## src/rtl/tx_arb_pkg.sv

```systemverilog
// tx_arb_pkg: shared FSM states and sizing constants for the UART transmit arbiter
package tx_arb_pkg;
  typedef enum logic [1:0] {IDLE, STROBE, WAIT_DONE} state_t;
  localparam int N_REQ_DEF = 3;
  localparam int TIMEOUT_CYC_DEF = 255;
  localparam int TMO_CNT_W = 16;
endpackage

```

## src/rtl/rr_pick.sv

```systemverilog
// rr_pick: combinational winner selection; fixed priority when TX_ARB_FIXED_PRIO_EN is defined
module rr_pick import tx_arb_pkg::*; #(
  parameter int N_REQ = N_REQ_DEF,
  parameter int IW = $clog2(N_REQ)
) (
  input  logic [N_REQ-1:0] req,
  input  logic [IW-1:0]    last_grant,
  output logic [IW-1:0]    grant,
  output logic             valid
);
  logic [IW-1:0] idx;
`ifdef TX_ARB_FIXED_PRIO_EN
  logic unused_last;
  assign unused_last = ^last_grant;
  // lowest set index wins
  always_comb begin
    grant = '0;
    idx = '0;
    for (int i = N_REQ - 1; i >= 0; i--) begin
      idx = IW'(i);
      grant = req[idx] ? idx : grant;
    end
  end
`else
  // search starts one past the last grant; the nearest set bit wins
  always_comb begin
    grant = '0;
    idx = '0;
    for (int k = N_REQ; k >= 1; k--) begin
      idx = IW'((int'(last_grant) + k) % N_REQ);
      grant = req[idx] ? idx : grant;
    end
  end
`endif
  assign valid = |req;
endmodule

```

## src/rtl/tx_arbiter.sv

```systemverilog
// tx_arbiter: shares one UART transmitter among N_REQ requesters; TX_ARB_FIXED_PRIO_EN selects fixed priority
module tx_arbiter import tx_arb_pkg::*; #(
  parameter int N_REQ = N_REQ_DEF,
  parameter int TIMEOUT_CYC = TIMEOUT_CYC_DEF
) (
  input  logic               clk,
  input  logic               rst,
  input  logic [N_REQ-1:0]   req,
  input  logic [8*N_REQ-1:0] req_data,
  output logic [N_REQ-1:0]   ack,
  input  logic               tx_rdy,
  output logic               data_wen,
  output logic [7:0]         data,
  output logic               err,
  output logic               busy
);
  localparam int IW = $clog2(N_REQ);
  state_t state;
  logic [IW-1:0] grant, win, last_grant;
  logic win_v;
  logic [TMO_CNT_W-1:0] cnt, cnt_nx;
  assign cnt_nx = cnt + 1'b1;
`ifdef TX_ARB_FIXED_PRIO_EN
  assign last_grant = '0;
`endif
  rr_pick #(.N_REQ(N_REQ), .IW(IW)) u_pick (
    .req(req),
    .last_grant(last_grant),
    .grant(win),
    .valid(win_v)
  );
  // transfer FSM: latch winner, strobe until the transmitter takes the byte or the wait times out
  always_ff @(posedge clk) begin
    if (rst) begin
      state <= IDLE;
      data_wen <= 1'b1;
      data <= 8'h00;
      ack <= '0;
      err <= 1'b0;
      busy <= 1'b0;
      cnt <= '0;
      grant <= '0;
`ifndef TX_ARB_FIXED_PRIO_EN
      last_grant <= IW'(N_REQ - 1);
`endif
    end else begin
      ack <= '0;
      err <= 1'b0;
      case (state)
        IDLE: if (tx_rdy && win_v) begin
          data <= req_data[{win, 3'b000} +: 8];
          grant <= win;
          data_wen <= 1'b0;
          cnt <= '0;
          busy <= 1'b1;
          state <= STROBE;
        end
        STROBE: if (!tx_rdy) begin
          data_wen <= 1'b1;
          ack[grant] <= 1'b1;
          state <= WAIT_DONE;
        end else if (cnt_nx == TMO_CNT_W'(TIMEOUT_CYC)) begin
          data_wen <= 1'b1;
          err <= 1'b1;
          busy <= 1'b0;
          state <= IDLE;
        end else begin
          cnt <= cnt_nx;
        end
        WAIT_DONE: if (tx_rdy) begin
`ifndef TX_ARB_FIXED_PRIO_EN
          last_grant <= grant;
`endif
          busy <= 1'b0;
          state <= IDLE;
        end
        default: state <= IDLE;
      endcase
    end
  end
endmodule

```

## config.mk

```make
export PLATFORM = sky130hd
export DESIGN_NAME = tx_arbiter
export DESIGN_NICKNAME = d
export VERILOG_FILES = /design/src/rtl/tx_arb_pkg.sv /design/src/rtl/rr_pick.sv /design/src/rtl/tx_arbiter.sv
export SDC_FILE = /design/constraint.sdc
export NUM_CORES = 1
export LEC_CHECK = 0
export BUFFER_PORTS_ARGS = -buffer_cell sky130_fd_sc_hd__buf_4
export CORE_MARGIN = 4
export CORE_UTILIZATION = 55
export CTS_BUF_LIST = sky130_fd_sc_hd__clkbuf_4
export DETAILED_ROUTE_END_ITERATION = 12
export GPL_TIMING_DRIVEN = 0
export PLACE_DENSITY = 0.87
export SLEW_MARGIN = 20
export SYNTH_ARGS = -nofsm -noshare
export SYNTH_HDL_FRONTEND = slang
export SYNTH_SLANG_ARGS = --single-unit
```

## constraint.sdc

```tcl
create_clock -name clk -period 5.71 [get_ports clk]
set_clock_uncertainty 0.1 [all_clocks]
set_input_delay 0 -clock clk [delete_from_list [all_inputs] [get_ports clk]]
set_output_delay 0 -clock clk [all_outputs]
set_load 0.1 [all_outputs]
```

# ---- Word level (Yosys, flattened, before mapping)
# Cells that the tools add are included.
# W data, S select, Z words.
dict set report classes {
  n_addsub 4
  n_mul 0
  n_div 3
  order_cmp 5
  eq_ne 9
  shifts 1
  muxes 30
  bitwise 2
  n_reduce_logical 14
}
# operator n
set ops {}
lappend ops {{$mod A32 B3 Y32 const B} 3}
lappend ops {{$mux W16} 3}
lappend ops {{$pmux W16 S2} 1}
lappend ops {{$shiftx A24 B6 Y8} 1}
lappend ops {{$add A16 B1 Y16 const B} 1}
lappend ops {{$eq A16 B8 Y1 const B} 1}
lappend ops {{$mux W2} 7}
lappend ops {{$lt A2 B3 Y1 const B} 4}
lappend ops {{$mux W1} 12}
lappend ops {{$ne A2 B2 Y1 const B} 5}
lappend ops {{$reduce_or A3 Y1} 3}
lappend ops {{$add A2 B2 Y3 const B} 2}
lappend ops {{$bmux W1 S2} 3}
lappend ops {{$pmux W2 S3} 1}
lappend ops {{$reduce_and A3 Y1} 2}
lappend ops {{$reduce_and A5 Y1} 1}
lappend ops {{$reduce_and A2 Y1} 2}
lappend ops {{$reduce_and A4 Y1} 1}
lappend ops {{$add A2 B1 Y3 const B} 1}
lappend ops {{$ne A3 B3 Y1 const B} 1}
lappend ops {{$pmux W1 S3} 1}
lappend ops {{$reduce_bool A3 Y1} 1}
lappend ops {{$demux W1 S2} 1}
lappend ops {{$eq A2 B1 Y1 const B} 1}
lappend ops {{7 further kinds} 9}
dict set report totals {
  reg_bits 36
  latchBits 0
  mem_bits_rw 0
  mem_bits_ro 0
  out_inout_bits 14
  elab_cells 77
  n_memories 0
}

# ---- Logic depth before layout (Yosys ltp)
dict set report logic_depth {
  depth_word 8
  ltp_mapped 10
  depth_no_buf 9
}

# ---- Cells and area by module
# A second synthesis with hierarchy kept.
dict set report hier_totals {
  hier_cells 278
  area_unflattened_um2 2279.7
}
# module instances cells_each area_per_inst_um2 seq_area_each_um2
set modules_own_cells {}
lappend modules_own_cells {tx_arbiter 1 258 2129.5 720.7}
lappend modules_own_cells {rr_pick 1 20 150.1 0.0}

# ---- Worst setup path before layout
# OpenSTA, ideal clock, no wires.
dict set report synth_timing {
  path_kind {flip-flop to flip-flop}
  start {reg cnt[1]}
  end {reg data_wen}
  arrival_ns 2.262
  required_ns 5.536
  setup_slack_ns 3.274
  stages_incl_launch_ff 9
  n_path_buf 0
  path_cell_list {dfxtp_1 ha_1 nand4_1 or3_4 mux2i_2 nand3_4 nor2_1 mux2_2 o21ai_0}
}
dict set report synth_via {
  elab_chain_cells 4
}
# element line
set synth_lines {}
lappend synth_lines {{start: declaration} tx_arbiter.sv:21} ;# logic [TMO_CNT_W-1:0] cnt, cnt_nx;
lappend synth_lines {{start signal: assignment} tx_arbiter.sv:68} ;# cnt <= cnt_nx;
lappend synth_lines {{$add A16 B1 Y16} tx_arbiter.sv:22} ;# assign cnt_nx = cnt + 1'b1;
lappend synth_lines {{$eq A16 B8 Y1} tx_arbiter.sv:62} ;# end else if (cnt_nx == TMO_CNT_W'(TIMEOUT_CYC)) begin
lappend synth_lines {{$ne A3 B3 Y1 (no source line)} --}
lappend synth_lines {{$reduce_and A3 Y1 (no source line)} --}
lappend synth_lines {{end signal: assignment} tx_arbiter.sv:36} ;# data_wen <= 1'b1;
lappend synth_lines {{end signal: assignment} tx_arbiter.sv:59} ;# data_wen <= 1'b1;
lappend synth_lines {{end signal: assignment} tx_arbiter.sv:63} ;# data_wen <= 1'b1;
lappend synth_lines {{end: declaration} tx_arbiter.sv:12} ;# output logic data_wen,
# No other way between the ends.
# A chain may end at the register's enable or synchronous reset.

# ---- Worst setup path in the final report
dict set report layout_timing {
  start {reg last_grant[0]}
  end {reg data[5]}
}
dict set report layout_via {
  elab_chain_cells 8
  word_cells_on_any_way 16
  classes_between {add/sub (3); div (3); shift (1); mux (9)}
}
# element line
set layout_lines {}
lappend layout_lines {{start: declaration} tx_arbiter.sv:19} ;# logic [IW-1:0] grant, win, last_grant;
lappend layout_lines {{start signal: assignment} tx_arbiter.sv:44} ;# last_grant <= IW'(N_REQ - 1);
lappend layout_lines {{start signal: assignment} tx_arbiter.sv:72} ;# last_grant <= grant;
lappend layout_lines {{$add A2 B2 Y3} rr_pick.sv:30} ;# idx = IW'((int'(last_grant) + k) % N_REQ);
lappend layout_lines {{$mod A32 B3 Y32} rr_pick.sv:30}
lappend layout_lines {{$bmux W1 S2} rr_pick.sv:31} ;# grant = req[idx] ? idx : grant;
lappend layout_lines {{$mux W1 (not written as such)} rr_pick.sv:31}
lappend layout_lines {{$mux W2 (2 in a row)} rr_pick.sv:31}
lappend layout_lines {{$mux W2 (*)} rr_pick.sv:31}
lappend layout_lines {{$shiftx A24 B6 Y8 (*)} tx_arbiter.sv:51} ;# data <= req_data[{win, 3'b000} +: 8];
lappend layout_lines {{end signal: assignment} tx_arbiter.sv:51}
lappend layout_lines {{end: declaration} tx_arbiter.sv:13} ;# output logic [7:0] data,
# Mark *: on every way between the ends. The rest lies on a longest branch, timed or not. The select of a mux whose other input is x is not followed.

==> reports/results.ini <==
[sta]
maxSlewViolCount=0
setup_tns_ns=0
fin_ws_ns=2.80
fmax_mhz=343
hold_violations=0
tightest_slew_ns=0.729
rsz0062_at_grt=false
period_needed_ns=2.91
setup_violations=0
maxSlewHeadroom=0.512
fin_crit_sh=0.510

[synth]
synthCells=278
yosys_most_used_dff=dfxtp_1
synth.area.mux_share=0.0561
synth_xor_area_frac=0.0189
yosysWarningCount=0
synth_top_family_by_area=simple AND/OR/NAND/NOR gates
synth_adder_area_share=0.0421
synth_edf_count=0
ys_seq_area_frac=0.311
synth_compound_area_frac=0.234
syn-num-nets=315
syn_area_sq_mm=0.00232
async_flop_share=0
synth.avg_cell_area_sq_um=8.34
yosys.cell_types.count=63
ys_ff_latch=36
synth_top_area_share=0.311
synth_area_leaders=dfxtp_1, nand2_1, o211ai_1, a21oi_1, mux2i_1
synth_largest_area_cell=dfxtp_1
synth-simple-area-share=0.253

[cts]
post_cts_buffers=0
tritoncts=built
cts.clk_slew.worst_paths_ns=0.12
insertion_delay_ns=0.35
cts-htree-levels=2
cts_buffers=5
cts_buffer_depth=2
cts-root-buf=clkbuf_4
numClockSinks=36

[place]
dp_slack_ns=2.95
dp_cells=370
gp_congestion=0.903
hpwl_mm=4.33
portBuffers=42
place_area_sq_mm=0.00270

[critical_path]
start_kind=flip-flop
path_class=reg -> reg
critPathArrivalTime_ns=3.03
critical_path.max_fanout=10
endpoint_kind=flip-flop
required_ns=5.83

[detailed_routing]
vias_per_cell=6.08
antenna_left=0
routed-via-count=2406
dr.pass1.iters=5
first_iter_violations=225
drc=0
wl_per_cell_um=16.2
totalWireLength_mm=6.43

[global_routing]
grt.total_usage=0.251
grt_pass1_wl_mm=10.6
antenna_found_initial=0
grt_max_degree=12
grt_pass1_vias=2296
grt.overflow.total=0

[hold_path]
hp-class=in -> reg

[die]
die_w_um=72.9
dieArea_sq_mm=0.00532
io_pins=44
core_area_sq_mm=0.00403
rows=23
start_util=0.576
die_h_um=72.9

[layout]
mostFrequentLayoutCells=buf_4, nand2_1, dfxtp_1
synthToLayoutAreaGrowth_pct=27.5
final_common_cell=buf_4
final_nets=382
antenna_cells=0
fin_cells=396
multi_input_area_sq_mm=0.00140
seq_area_sq_um=721
drive_gt1_frac=0.234
final_cell_area_sq_mm=0.00296
fillers=295

[run]
maxCapViolations=0

[status]
status=completed

[power_and_ir_drop]
powerDensity_mw_per_mm2=212
ir_drop_v=0.000179
p_leak_nw=1.23

[stage by stage]
step | hold WS (ns) | total power [mW] | utilization
after global placement | 0.137 | 0.426 | 0.670
final | 0.0105 | 0.626 | 0.734
after floorplan | 0.109 | 0.385 | -
after detailed placement | 0.146 | 0.429 | 0.670
after CTS | 0.00794 | 0.622 | 0.734
after global routing | 0.0414 | 0.651 | 0.734
[worst max-delay path, stage by stage, from the launching register on]
cell and delay (ns):
dfxtp_1 0.38, inv_1 0.06, ha_1 0.35, nand2_1 0.07, o21ai_0 0.07, o21ai_1 0.47, clkbuf_1 0.43, nand2_1 0.12
o211ai_1 0.10, dlygate4sd3_1 0.57, a21oi_1 0.07
[synth_stat cells, types with 4 or more instances]
master / number
dfxtp_1: 36
o211ai_1: 17
mux2i_1: 9
nor2_1: 19
nor3_1: 4
a21oi_1: 20
clkbuf_1: 7
inv_1: 14
nand3_1: 13
ha_1: 7
nor4_1: 6
xnor2_1: 4
nand2_1: 38
nand4_1: 6
o31ai_1: 7
o21ai_0: 8
[report_power, final]
group	switching [mW]	leakage, nW	internal (mW)
clock	0.0903	0.0456	0.0965
sequential	0.00628	0.292	0.260
combinational	0.114	0.888	0.0584
total	0.211	1.23	0.415
[area by class of cell]
| type | instances | area share |
|---|---|---|
| plain buffers | 18 | 0.0491 |
| clock buffers | 6 | 0.0152 |
| clock inverters | 2 | 0.0118 |
| inverters | 14 | 0.0178 |
| multi-input cells | 210 | 0.474 |
| flip-flops and latches | 36 | 0.244 |
| well taps | 50 | 0.0212 |
| repair buffers | 60 | 0.168 |
[logic make-up (layout without fill, tap and decap cells)]
kind of cell,Yosys count,count (layout)
AND/OR/NAND/NOR,108,108
AO/OA/AOI/OAI,77,77
flip-flops,36,36
buffers and inverters,32,100
multiplexers,12,12
adder cells (fa/ha/maj),8,8
XOR/XNOR,5,5
[sequential cells by signal, summed over array words and instances, names as in the netlist]
signal and count:
last_grant 2, state 2, ack 3, data_wen 1, grant 2, data 8
err 1, busy 1, cnt 16
[metal layers]
layer	part of all wire	global-route usage
met1	0.40	0.310
met2	0.53	0.445
met3	0.048	0.0289
met4	0.021	0.0943
met5	0	0
[worst paths after layout]
kind	startpoint	endpoint	slack, ns	cells after the start
min reg2reg	data[3]$_SDFFE_PP0P_	data[3]$_SDFFE_PP0P_	0.37	2
max reg2reg	last_grant[0]$_SDFFE_PP0P_	data[5]$_SDFFE_PP0P_	2.80	10
min	req_data[15]	data[7]$_SDFFE_PP0P_	0.01	5
max	last_grant[0]$_SDFFE_PP0P_	data[5]$_SDFFE_PP0P_	2.80	10
[timing repair]
| action | 4_1_cts | 5_1_grt |
|---|---|---|
| hold buffers | 18 | 0 |
| resized for setup | 0 | 0 |
| endpoints found under the hold margin | 13 | 0 |
| setup endpoints to repair | 0 | 0 |
Note: power is estimated with default switching activity, not from simulation.
